## src/rtl/operand_loader_pkg.sv

```systemverilog
// Shared definitions for the operand capture stage: operand width and sequencer states.
// The state encoding is 3 bits wide, so three encodings are unused and must recover to S_A.
package operand_loader_pkg;

    localparam int OPERAND_W = 8;

    typedef enum logic [2:0] {
        S_A    = 3'd0,
        S_B    = 3'd1,
        S_C    = 3'd2,
        S_D    = 3'd3,
        S_FULL = 3'd4
    } state_t;

endpackage

```

## src/rtl/operand_loader_edge_sync.sv

```systemverilog
// Two-flop synchronizer plus rising-edge detect; pulse is one cycle wide, 2 edges after the input rise.
// Flops reset to RST_VAL so a level already high at reset release can be kept from firing.
module operand_loader_edge_sync #(
    parameter logic RST_VAL = 1'b1
) (
    input  logic clk,
    input  logic rst,
    input  logic din,
    output logic pulse
);

    logic sync_1;
    logic sync_2;
    logic sync_3;

    always_ff @(posedge clk or posedge rst) begin
        if (rst) begin
            sync_1 <= RST_VAL;
            sync_2 <= RST_VAL;
            sync_3 <= RST_VAL;
        end else begin
            sync_1 <= din;
            sync_2 <= sync_1;
            sync_3 <= sync_2;
        end
    end

    // sync_3 is only the edge-detect delay, not a third metastability stage
    assign pulse = sync_2 & ~sync_3;

endmodule

```

## src/rtl/operand_loader.sv

```systemverilog
// Loads A, B, C, D in order from a raw write strobe; raises valid when all four are held.
// Registers update 3 edges after the strobe rise; valid is held until ack, writes while full set ovr.
module operand_loader
    import operand_loader_pkg::*;
#(
    parameter int W = OPERAND_W
) (
    input  logic         clk,
    input  logic         rst,
    input  logic         wr_stb,
    input  logic [W-1:0] data,
    input  logic         clr,
    input  logic         ack,
    output logic [W-1:0] a,
    output logic [W-1:0] b,
    output logic [W-1:0] c,
    output logic [W-1:0] d,
    output logic [1:0]   slot,
    output logic         valid,
    output logic         ovr
);

    state_t state;
    logic   wr_pulse;

    operand_loader_edge_sync #(
        .RST_VAL(1'b1)
    ) u_wr_sync (
        .clk  (clk),
        .rst  (rst),
        .din  (wr_stb),
        .pulse(wr_pulse)
    );

    // slot is assigned alongside every state change so it always equals the decode of state
    always_ff @(posedge clk or posedge rst) begin
        if (rst) begin
            a     <= '0;
            b     <= '0;
            c     <= '0;
            d     <= '0;
            slot  <= 2'd0;
            valid <= 1'b0;
            ovr   <= 1'b0;
            state <= S_A;
        end else if (clr) begin
            a     <= '0;
            b     <= '0;
            c     <= '0;
            d     <= '0;
            slot  <= 2'd0;
            valid <= 1'b0;
            ovr   <= 1'b0;
            state <= S_A;
        end else begin
            case (state)
                S_A: if (wr_pulse) begin
                    a     <= data;
                    state <= S_B;
                    slot  <= 2'd1;
                end
                S_B: if (wr_pulse) begin
                    b     <= data;
                    state <= S_C;
                    slot  <= 2'd2;
                end
                S_C: if (wr_pulse) begin
                    c     <= data;
                    state <= S_D;
                    slot  <= 2'd3;
                end
                S_D: if (wr_pulse) begin
                    d     <= data;
                    state <= S_FULL;
                    slot  <= 2'd0;
                    valid <= 1'b1;
                end
                S_FULL: begin
                    if (ack) begin
                        // operands are kept on release; a same-cycle write starts the next set at A
                        valid <= 1'b0;
                        if (wr_pulse) begin
                            a     <= data;
                            state <= S_B;
                            slot  <= 2'd1;
                        end else begin
                            state <= S_A;
                            slot  <= 2'd0;
                        end
                    end else if (wr_pulse) begin
                        ovr <= 1'b1;
                    end
                end
                default: begin
                    state <= S_A;
                    slot  <= 2'd0;
                    valid <= 1'b0;
                end
            endcase
        end
    end

endmodule

```

## config.mk

```make
export PLATFORM = sky130hd
export DESIGN_NAME = operand_loader
export DESIGN_NICKNAME = d
export VERILOG_FILES = /design/src/rtl/operand_loader_pkg.sv /design/src/rtl/operand_loader_edge_sync.sv /design/src/rtl/operand_loader.sv
export SDC_FILE = /design/constraint.sdc
export NUM_CORES = 1
export LEC_CHECK = 0
export CORE_MARGIN = 4
export CORE_UTILIZATION = 51
export CTS_CLUSTER_DIAMETER = 120
export CTS_CLUSTER_SIZE = 25
export DETAILED_ROUTE_END_ITERATION = 10
export PLACE_DENSITY = 0.89
export SYNTH_ARGS = -nofsm -noshare
export SYNTH_HDL_FRONTEND = slang
export SYNTH_SLANG_ARGS = --single-unit
```

## constraint.sdc

```tcl
create_clock -name clk -period 2.7 [get_ports clk]
set_input_delay 0.27 -clock clk [delete_from_list [all_inputs] [get_ports clk]]
set_output_delay 0.27 -clock clk [all_outputs]
set_load 0.005 [all_outputs]
```

==> out/metrics.yaml <==
status:
  status: "complete, no violations"
worst_setup_path:
  max_stage_delay_ns: 0.71
  arrival_ns: 2.00
  critPathSlowestCell: "or3b_1"
  critPathMaxFanout: 24
  cp.required_ns: 2.88
  endpoint_kind: "register"
  cp-start-kind: "register"
  setup.worst_path.class: "register to register"
  cp_top_family: "simple AND/OR/NAND/NOR gates"
  rr_worst_depth: 3
  r2r-start: "u_wr_sync.sync_2"
  rrSetupSlack_ns: 0.87
  r2r_end: "b[6]"
  path_cells: "or3b_1 > o21ai_1 > a21oi_1"
  path_buf_inv: 0
pwr:
  power_frac_comb_pct: 12.1
  sw_frac_of_total_pct: 24.4
  pwr-share-clk_pct: 36.9
  p_int_mw: 0.996
  vdd_drop_max_mv: 0.346
  p_seq_share_pct: 50.9
  p_sw_mw: 0.322
  power_density_mw_per_mm2: 535
  leakage_nw: 0.972
sta:
  slew_headroom_pct: 45.2
  finalSetupViolCount: 0
  finClkSkew_ns: 0.00811
  worst_pin_slew_ns: 0.821
  period_minus_slack_ns: 1.83
  fin_tns_setup_ns: 0
  slew_violations: 0
  rsz0062_at_grt: "false"
  max_freq_ghz: 0.547
  period_share_pct: 67.7
  final_hold_viol_count: 0
  holdWs_ns: 0.360
floorplanning:
  num_rows: 21
  die_area_mm2: 0.00468
  ios: 49
  core-area_mm2: 0.00344
  die_x_um: 68.4
  start_util_pct: 54.1
  die_height_um: 68.4
global_routing:
  grt.total_usage_pct: 21.3
  antenna_found_initial: 0
  grt_max_degree: 43
  grt_pass1_wl_mm: 7.32
  grt_pass1_vias: 1529
  overflow: 0
layout:
  regArea_mm2: 0.00105
  post_route_cells_drive_above_1_share_pct: 6.87
  area_growth_pct: 32.3
  multi_input_area_um2: 729
  final.fill_count: 256
  stdcell_area_mm2: 0.00246
  final_common_cell: "clkdlybuf4s50_1"
  nNetsFinal: 245
  mostFrequentLayoutCells: "clkdlybuf4s50_1, dfrtp_1, nand3_1, o21ai_1, a21oi_1"
  antennaDiodeCount: 0
clocking:
  htreeDepth: 2
  numClockSinks: 42
  cts_tree: "done"
  cts_inserted_buffers: 5
  ctsResizeCount: 0
  cts_hold_buffers: 0
  cts_setup_buffers: 0
  worst_skew_pair.late_latency_ns: 0.30
  clk_path_buf_depth: 2
  clk_pin_slew_ns: 0.07
  cts-root-buf: "clkbuf_8"
synthesis:
  syn_area_per_cell_um2: 9.84
  synth-seq-area-share_pct: 56.7
  yosys_warnings: 0
  synth-seq-cells: 42
  synth_area_mm2: 0.00186
  synth_cell_types: 29
  syn_nets: 202
  syn_inst: 189
route:
  avgRoutedWirePerCell_um: 16.6
  drc: 0
  drt_iter0_drc: 208
  vias: 1672
  first_pass_iters: 4
  drt_wl_total_mm: 4.62
  ant_nets: 0
  vias_per_cell: 5.99
placement:
  portBuffers: 48
  placed_area_mm2: 0.00236
  gp_congestion: 0.789
  hpwl_mm: 3.18
worst_hold_path:
  min_to: "u_wr_sync.sync_2"
  holdPathStages: 0
  hold_class: "register to register"
  min_from: "u_wr_sync.sync_1"
flow_run:
  maxCapViolations: 0
## state kept, by name, summed over array words and instances, names as in the netlist, 2 cells and up
name	cells
c	8
slot	2
d	8
a	8
b	8
state	3
## cell type report
cell class	instances	share of cell area (%)
clock buffers	7	3.10
clock inverters	1	1.22
inverters	3	0.457
multi-input cells	129	29.6
flip-flops and latches	42	42.8
well taps	46	2.34
repair buffers	51	20.4
## routing by layer
metal  wire [um]  vias to the layer above  global-route usage, %
met5           0                        -                      0
met4         110                        0                   11.7
met3         447                       11                   4.60
met2        2080                       98                   31.7
met1        1980                      796                   28.9
li1            -                      767                      -
## stage by stage
stage	utilization (%)	power [mW]	setup slack, ns	cells
after floorplan	-	0.767	1.22	189
after global placement	68.4	0.838	0.821	271
after detailed placement	68.4	0.841	0.768	271
after CTS	71.5	1.32	0.892	279
after global routing	71.5	1.36	0.820	279
final	71.5	1.32	0.873	279
## power by group through the flow
stage                     registers [mW]  logic [mW]  clock network, mW
after CTS                          0.671       0.159              0.489
after floorplan                    0.674      0.0923                  0
after detailed placement           0.683       0.158                  0
after global placement             0.682       0.155                  0
final                              0.671       0.160              0.487
after global routing               0.674       0.174              0.516
## Yosys cell counts (all sizes together)
master	number	share of area, %
nor4b	1	1.3
dfstp	3	4.2
or3	1	0.34
or3b	2	0.94
a31oi	1	0.34
nor3b	1	0.67
mux2i	1	0.54
o21ai	33	8.9
nand3b	1	0.40
buf	7	1.9
nand3	33	8.9
nand2b	4	1.3
or4b	1	0.54
clkbuf	8	1.6
or2	2	0.67
nor2	2	0.40
o32ai	1	0.87
a21oi	33	8.9
inv	3	0.61
o22ai	1	0.34
dfrtp	39	52
a32o	1	0.54
nor2b	4	1.3
xor2	1	0.47
a21o	1	0.40
and2	1	0.34
nand2	2	0.40
o31ai	1	0.40
## worst max-delay path by stage
stage	start	slack, ns	cells past startpoint	end
after floorplan	u_wr_sync.sync_2	1.22	4	c[0]
after global placement	clr	0.82	4	slot[0]
after detailed placement	clr	0.77	4	valid
after CTS	u_wr_sync.sync_2	0.89	3	b[6]
after global routing	u_wr_sync.sync_2	0.82	3	b[1]
final	u_wr_sync.sync_2	0.87	3	b[6]
## logic make-up after synthesis
group                  share of synthesized area, %
AND/OR/NAND/NOR                                17.6
AO/OA/AOI/OAI                                  20.6
multiplexers                                  0.538
XOR/XNOR                                      0.471
buffers and inverters                          4.10
flip-flops                                     56.7
Note: power is estimated with default switching activity, not from simulation.
